--- config.mk ---
export PLATFORM = sky130hd
export DESIGN_NAME = pwm_encoder
export DESIGN_NICKNAME = d
export VERILOG_FILES = /design/src/rtl/pwm_pkg.sv /design/src/rtl/pwm_period_counter.sv /design/src/rtl/pwm_encoder.sv
export SDC_FILE = /design/constraint.sdc
export NUM_CORES = 1
export LEC_CHECK = 0
export CAP_MARGIN = 20
export CORE_MARGIN = 5
export CORE_UTILIZATION = 51
export DETAILED_ROUTE_END_ITERATION = 7
export PLACE_DENSITY = 0.83
export SLEW_MARGIN = 20
export SYNTH_ARGS = -nofsm -noshare
export SYNTH_HDL_FRONTEND = slang
export SYNTH_SLANG_ARGS = --single-unit
--- constraint.sdc ---
create_clock -name clock -period 3.5 [get_ports clock]
set_clock_uncertainty 0.2 [all_clocks]
set_input_delay 0.7 -clock clock [delete_from_list [all_inputs] [get_ports clock]]
set_output_delay 0.7 -clock clock [all_outputs]
set_load 0.02 [all_outputs]
--- src/rtl/pwm_pkg.sv ---
// Shared PWM definitions: sample width, offset-binary conversion constant,
// encoder state encoding and the sample-to-duty mapping function.
package pwm_pkg;

    localparam int          SAMPLE_W   = 16;
    localparam logic [15:0] OFFSET_XOR = 16'h8000;

    typedef enum logic [1:0] {
        IDLE  = 2'd0,
        RUN   = 2'd1,
        DRAIN = 2'd2
    } pwm_state_t;

    // Signed sample -> offset binary, keeping the top cnt_w bits as the duty.
    // -32768 maps to 0 and +32767 to 2**cnt_w-1, so full-high never occurs.
    function automatic logic [SAMPLE_W-1:0] duty_map(input logic [SAMPLE_W-1:0] sample,
                                                     input int cnt_w);
        logic [SAMPLE_W-1:0] offset;
        offset = sample ^ OFFSET_XOR;
        return offset >> (SAMPLE_W - cnt_w);
    endfunction

endpackage

--- src/rtl/pwm_period_counter.sv ---
// Free-running PWM period counter. Counts while run is high, wraps modulo
// 2**CNT_W, and is forced to zero by a synchronous clear.
module pwm_period_counter #(
    parameter int CNT_W = 8
) (
    input  logic             clock,
    input  logic             reset_n,
    input  logic             run,
    input  logic             clear,
    output logic [CNT_W-1:0] count,
    output logic             at_zero,
    output logic             at_max
);

    logic [CNT_W-1:0] count_q;
    logic [CNT_W-1:0] count_d;

    // Next count: clear wins, otherwise advance while running.
    always_comb begin
        count_d = count_q;
        if (clear) begin
            count_d = '0;
        end else if (run) begin
            count_d = count_q + CNT_W'(1);
        end
    end

    // Counter register.
    always_ff @(posedge clock or negedge reset_n) begin
        if (!reset_n) begin
            count_q <= '0;
        end else begin
            count_q <= count_d;
        end
    end

    assign count   = count_q;
    assign at_zero = (count_q == '0);
    assign at_max  = (count_q == '1);

endmodule

--- src/rtl/pwm_encoder.sv ---
// PWM encoder: turns a stream of signed 16-bit samples into a single-bit PWM
// waveform, one sample per 2**CNT_W-clock period. A one-entry holding register
// decouples the sample stream from the period boundaries so that duty changes
// are only ever applied at counter==0.
//
// Handshake: a sample transfers on a rising clock edge where data_valid and
// data_ready are both high. data_ready is registered; it is high exactly when
// the holding register is empty and the encoder is not draining. The source
// must hold data_in stable while data_valid is high and not yet accepted.
module pwm_encoder
    import pwm_pkg::*;
#(
    parameter int CNT_W = 8
) (
    input  logic                clock,
    input  logic                reset_n,
    input  logic                enable,
    input  logic [SAMPLE_W-1:0] data_in,
    input  logic                data_valid,
    output logic                data_ready,
    output logic                pwm_out,
    output logic                period_start,
    output logic                underrun,
    output logic                busy
);

    pwm_state_t       state_q, state_d;
    logic [CNT_W-1:0] hold_q, hold_d;
    logic             hold_full_q, hold_full_d;
    logic [CNT_W-1:0] duty_q, duty_d;
    logic             pwm_q, pwm_d;
    logic             period_start_q, period_start_d;
    logic             underrun_q, underrun_d;
    logic             busy_q, busy_d;
    logic             ready_q, ready_d;

    logic [CNT_W-1:0] count;
    logic             at_zero;
    logic             at_max;
    logic             cnt_run;
    logic             cnt_clear;

    logic [CNT_W-1:0] mapped;
    logic             accept;
    logic             period_edge;
    logic             consume;
    logic [CNT_W-1:0] duty_in_use;

    // The counter only moves while a period is in progress; IDLE parks it at 0
    // so the first RUN cycle is always a period start.
    assign cnt_run   = (state_q != IDLE);
    assign cnt_clear = (state_q == IDLE);

    pwm_period_counter #(
        .CNT_W (CNT_W)
    ) u_counter (
        .clock   (clock),
        .reset_n (reset_n),
        .run     (cnt_run),
        .clear   (cnt_clear),
        .count   (count),
        .at_zero (at_zero),
        .at_max  (at_max)
    );

    // Samples are stored already mapped to a duty value.
    assign mapped      = CNT_W'(duty_map(data_in, CNT_W));
    assign accept      = data_valid & ready_q;
    assign period_edge = (state_q == RUN) & at_zero;
    assign consume     = period_edge & hold_full_q;
    // At a period start the held duty is already the one in force for this slot.
    assign duty_in_use = consume ? hold_q : duty_q;

    // Next-state, holding register, duty register and registered output logic.
    always_comb begin
        state_d        = state_q;
        hold_d         = hold_q;
        hold_full_d    = hold_full_q;
        duty_d         = duty_q;

        unique case (state_q)
            IDLE: begin
                if (enable && hold_full_q) begin
                    state_d = RUN;
                end
            end
            RUN: begin
                // Dropping enable on the last slot ends the period right here.
                if (!enable) begin
                    state_d = at_max ? IDLE : DRAIN;
                end
            end
            DRAIN: begin
                if (enable) begin
                    state_d = RUN;
                end else if (at_max) begin
                    state_d = IDLE;
                end
            end
            default: begin
                state_d = IDLE;
            end
        endcase

        // Consume before accept so a same-cycle transfer refills the hold.
        if (consume) begin
            duty_d      = hold_q;
            hold_full_d = 1'b0;
        end
        if (accept) begin
            hold_d      = mapped;
            hold_full_d = 1'b1;
        end

        pwm_d          = (state_q != IDLE) && (count < duty_in_use);
        period_start_d = period_edge;
        underrun_d     = period_edge & ~hold_full_q;
        busy_d         = (state_d != IDLE);
        ready_d        = ~hold_full_d & (state_d != DRAIN);
    end

    // FSM state, holding register, duty and output registers.
    always_ff @(posedge clock or negedge reset_n) begin
        if (!reset_n) begin
            state_q        <= IDLE;
            hold_q         <= '0;
            hold_full_q    <= 1'b0;
            duty_q         <= '0;
            pwm_q          <= 1'b0;
            period_start_q <= 1'b0;
            underrun_q     <= 1'b0;
            busy_q         <= 1'b0;
            ready_q        <= 1'b0;
        end else begin
            state_q        <= state_d;
            hold_q         <= hold_d;
            hold_full_q    <= hold_full_d;
            duty_q         <= duty_d;
            pwm_q          <= pwm_d;
            period_start_q <= period_start_d;
            underrun_q     <= underrun_d;
            busy_q         <= busy_d;
            ready_q        <= ready_d;
        end
    end

    assign data_ready   = ready_q;
    assign pwm_out      = pwm_q;
    assign period_start = period_start_q;
    assign underrun     = underrun_q;
    assign busy         = busy_q;

endmodule

# Yosys cells after proc, flatten, opt, wreduce, memory -nomap -nowiden
# Index checks and enable logic that the tools add are counted.
dict set report totals {
  reg_bits 32
  input_bits 20
  output_inout_bits 5
  word_cells 42
}
dict set report op_classes {
  add_sub_neg 1
  n_lt_le_gt_ge 1
  eq_ne 4
  mux 11
  bitwise 8
  n_reduce_logical 7
}
# op count
set ops {}
lappend ops {{8-bit 2-to-1 mux} 3}
lappend ops {{2-bit 2-to-1 mux} 5}
lappend ops {{8-bit by 1-bit adder with 8-bit output (second input constant)} 1}
lappend ops {{8-bit equality test (second input constant)} 1}
lappend ops {{8-bit logical NOT} 1}
lappend ops {{8-bit < comparator} 1}
lappend ops {{2-bit case mux with 3 select lines} 1}
lappend ops {{2-bit nonzero test} 3}
lappend ops {{1-bit bitwise AND} 5}
lappend ops {{1-bit NOT} 3}
lappend ops {{2-bit by 1-bit equality test with 1-bit output (second input constant)} 1}
lappend ops {{2-bit equality test (second input constant)} 1}
lappend ops {{1-bit logical AND} 2}
lappend ops {{2-bit logical NOT} 1}
lappend ops {{1-bit 2-to-1 mux} 2}
lappend ops {{2-bit inequality test (second input constant)} 1}

# Logic depth before layout (Yosys ltp)
dict set report depth {
  word_depth 7
  ltp_mapped 11
  depth_no_buf 11
}

# By module
# From an unflattened synthesis, not the netlist that was laid out.
dict set report unflattened {
  cells_unflattened 131
  hier_area_um2 1532.7
}
# mod instances cells_per_inst area_each_um2 seq_area_each_um2
set modules_own_cells {}
lappend modules_own_cells {pwm_encoder 1 87 1111.1 600.6}
lappend modules_own_cells {pwm_period_counter 1 44 421.7 200.2}

# Worst setup path after synthesis
# No wires, ideal clock.
dict set report synth_timing {
  path_type {register -> register}
  startpoint {register u_counter.count_q[0], in the netlist u_counter.count[0]}
  endpoint {register pwm_q, in the netlist pwm_out}
  setup_time_ns 0.066
  t_arrival_ns 2.334
  required_time_ns 3.234
  path_slack_ns 0.899
  stages_incl_launch_ff 12
  synth_period_minus_slack_ns 2.601
  cell_sequence {dfrtp_1 inv_1 ha_1 nor3b_2 nand4_4 mux2_2 inv_1 ha_1 and3_1 a2111oi_0 a22o_1 a41o_1}
}
dict set report synth_via {
  elab_chain_len 6
}
# item line
set synth_lines {}
lappend synth_lines {{start, declared} pwm_period_counter.sv:15} ;# logic [CNT_W-1:0] count_q;
lappend synth_lines {{start signal, assigned} pwm_period_counter.sv:33} ;# count_q <= count_d;
lappend synth_lines {{8-bit logical NOT} pwm_period_counter.sv:38} ;# assign at_zero = (count_q == '0);
lappend synth_lines {{1-bit bitwise AND} pwm_encoder.sv:69} ;# assign period_edge = (state_q == RUN) & at_zero;
lappend synth_lines {{1-bit bitwise AND} pwm_encoder.sv:70} ;# assign consume = period_edge & hold_full_q;
lappend synth_lines {{8-bit 2-to-1 mux} n/a}
lappend synth_lines {{8-bit < comparator *} pwm_encoder.sv:115} ;# pwm_d = (state_q != IDLE) && (count < duty_in_use);
lappend synth_lines {{1-bit logical AND *} pwm_encoder.sv:115}
lappend synth_lines {{named net pwm_d} pwm_encoder.sv:31} ;# logic pwm_q, pwm_d;
lappend synth_lines {{end signal, assigned} pwm_encoder.sv:139} ;# pwm_q <= pwm_d;
lappend synth_lines {{end, declared} pwm_encoder.sv:31}
# The timed path passes the listed nets; every way through them passes the cells marked *.
# A chain may end at the register's enable or synchronous reset.

# Worst setup path in the final report
# Ends and elaborated chain as after synthesis.

==> run metrics <==
Post-synth ARST share 1.00; unrepaired setup endpoints after global routing false; Yosys cell types 30; I/O pins 25; Max FO, Critical Path 8; Clock Path Buffers 2; crit-path leading delay family simple AND/OR/NAND/NOR gates; per-cell routed wire length roughly 15 µm; clock slew at reported path FFs around 0.1 ns; vias in the first global route 1043; clock power share 0.203; Pre-antenna DRT Iters 4; hold buffer count at cts 0; max_slew headroom 0.587; GRT Total Usage 0.155; largest stage delay on the critical path 0.42 ns; status complete, no violations; first-pass GRT wire length 4.71 mm; Post-synth EDFFs 0; Iter 0 DRT Violations 20; Final Setup Violations 0; largest cells by area after synthesis dfrtp_1, ha_1, mux2_2; grt met1 use 0.161; Buf/Inv on CP 2; setup TNS 0 ns; Setup crit end kind flop; Initial Util 0.531; crit-path cells inv_1 > ha_1 > nor3b_2 > nand4_4 > mux2_2 > inv_1 > ha_1 > and3_1 > a2111oi_0 > a22o_1 > a41o_1; fin crit period 2.95 ns; Seq/Total Area, Yosys 0.547; M2 GR Usage 0.268; GRT Max-Usage Layer met2; detailed placement HPWL about 2 mm; Crit Path Category flop to flop; via count 943; Mean Syn Cell Area 12.4 µm²; CP max-delay cell dfrtp_1; Reg power frac 0.424; fill cell count between 200 and 250; Max-cap violations 0; fmax 0.339 GHz; area of the die between 4000 and 5000 µm²; synth cell count leaders dfrtp_1, inv_1, nor2_1, ha_1, mux2_2; most frequent cell after synthesis dfrtp_1; Final GP Congestion 0.786; Pwr Total 1.39 mW; Ant. Diodes 0; Req. time, crit path roughly 3.6 ns; area leader, netlist dfrtp_1; Port Buffer Count 16; drt total wl 2.66 mm; Critical R2R Launch u_counter.count[0]; Routed Antenna Nets 0; Die Y between 60 and 70 µm; met3 GRT Util 0.0480; #FFs+latches synth 32; Worst EP arrival 3.03 ns; Slew Limit Fails 0; post-synthesis cell area 1470 µm²; P per Cell Area 797 nW/µm²; VDD IR-drop max 545 µV; worst hold path class flop to flop; clock root cell clkbuf_4; Most used DFF post-synth dfrtp_1; nets@finish 170; antenna violations before repair 0; Area Growth Syn to Fin 19.3%; Startpoint Class flop; grt ovf 0; Hold Crit Start u_counter.count[0]; Die W 63.6 µm; H-tree levels 2; Syn Inst Count 118; Clock Sinks 32; Resized Gates After CTS 0; Int Pwr 921 µW; Final Hold Vio Count 0; fraction of layout instances using a drive strength above 1 0.162; Multi-input gate area around 620 µm²; yosys warns 0; Slew @ Worst Pin 0.616 ns; post-synth top area share 0.547; Core Area 2760 µm²; number of setup buffers added after CTS 0; final worst-path cycle share 0.843; Clock Latency Late Sink 0.35 ns; Sequential cell area roughly 800 µm²; row count 19; Mapped Nets between 100 and 150; Comb pwr share 0.373; Worst Setup SP u_counter.count[0]; Switching Fraction 0.339; Leakage 0.879 nW; via/cell ratio roughly 5.5; CTS tree built; cts bufs inserted 5; pin count of the biggest net entering global routing 33; Residual DRC 0; switching pwr 473 µW
[cell families (layout without fill, tap and decap cells)]
kind of cell               after synthesis  after routing  share of synthesized area
AOI/OAI and AO/OA                       12             12                     0.0632
xor gates and xnor gates                 7              7                     0.0418
adders and majority gates                9              9                     0.0769
buffers and inverters                   12             36                     0.0307
DFF                                     32             32                      0.547
muxes                                   15             15                      0.114
and+or+nand+nor                         31             31                      0.127
[worst reg2reg max path, cell delays in order (launching register included)]
cell and delay (ns):
dfrtp_1 0.42, inv_1 0.10, ha_1 0.14, nor3b_2 0.27, nand4_4 0.26, mux2_2 0.36
inv_1 0.06, ha_1 0.22, and3_1 0.18, a2111oi_0 0.42, a22o_1 0.20, a41o_1 0.09
[worst paths after layout]
path / cells past startpoint / slack [ns] / to
worst max-delay path: 11 / 0.55 / pwm_out
worst min-delay path: 1 / 0.30 / u_counter.count[0]
worst max register to register: 11 / 0.55 / pwm_out
worst min register to register: 1 / 0.30 / u_counter.count[0]
max in group asynchronous: 2 / 2.28 / duty_q[3]
min in group asynchronous: 2 / 0.53 / hold_q[6]
[flip-flops by register name (all words and copies together), names as in the netlist]
| register | flops |
|---|---|
| data_ready | 1 |
| state_q | 2 |
| hold_full_q | 1 |
| u_counter.count | 8 |
| hold_q | 8 |
| period_start | 1 |
| pwm_out | 1 |
| busy | 1 |
| underrun | 1 |
| duty_q | 8 |
[layout by cell type, fill, tap and decap left out]
cell type,count
o21a_1,1
nor3b_2,1
inv_1,11
nor3_1,1
nand2_1,6
clkinv_2,1
o21ai_0,2
clkinvlp_4,1
clkdlybuf4s50_1,16
nor4_4,1
mux2i_1,5
dfrtp_1,32
o211ai_1,1
and2b_1,1
nand3_1,4
xor2_1,3
clkbuf_4,5
bufinv_16,1
mux2_4,1
and3_2,1
a41o_1,1
a22o_1,1
a21oi_1,1
nor2b_1,1
mux2_2,9
a21o_1,1
a211oi_1,1
nand4_4,1
a311o_1,2
nor2_1,10
and3_1,4
buf_4,1
a2111oi_0,1
ha_1,9
xnor2_1,4
[final cells by class]
| class | instances | area share |
|---|---|---|
| Tap cell | 31 | 0.0222 |
| Multi-Input combinational cell | 74 | 0.354 |
| Sequential cell | 32 | 0.458 |
| Timing Repair Buffer | 17 | 0.0959 |
| Clock inverter | 3 | 0.0243 |
| Inverter | 11 | 0.0236 |
| Clock buffer | 5 | 0.0215 |
[power by group through the flow]
stage	combinational [mW]	clock (mW)	sequential, mW
detailed placement	0.525	0	0.601
global placement	0.491	0	0.587
global route	0.586	0.302	0.610
floorplan	0.344	0	0.608
CTS	0.527	0.289	0.593
finish	0.520	0.282	0.591
[metal layers]
layer	wire length, µm	vias to the layer above	part of all wire
li1	-	456	-
met1	1080	468	0.40
met2	1430	10	0.54
met3	91	9	0.034
met4	70	0	0.026
met5	0	-	0
[per-stage QoR]
stage / instances / util / cell area (µm²) / hold WS [ns] / worst slack (ns)
floorplan: 118 / - / 1470 / 0.204 / 0.899
global placement: 165 / 0.605 / 1670 / 0.264 / 0.707
detailed placement: 165 / 0.605 / 1670 / 0.286 / 0.527
CTS: 173 / 0.634 / 1750 / 0.305 / 0.512
global route: 173 / 0.634 / 1750 / 0.320 / 0.367
finish: 173 / 0.634 / 1750 / 0.301 / 0.551
Power figures use the tool's default switching activity.
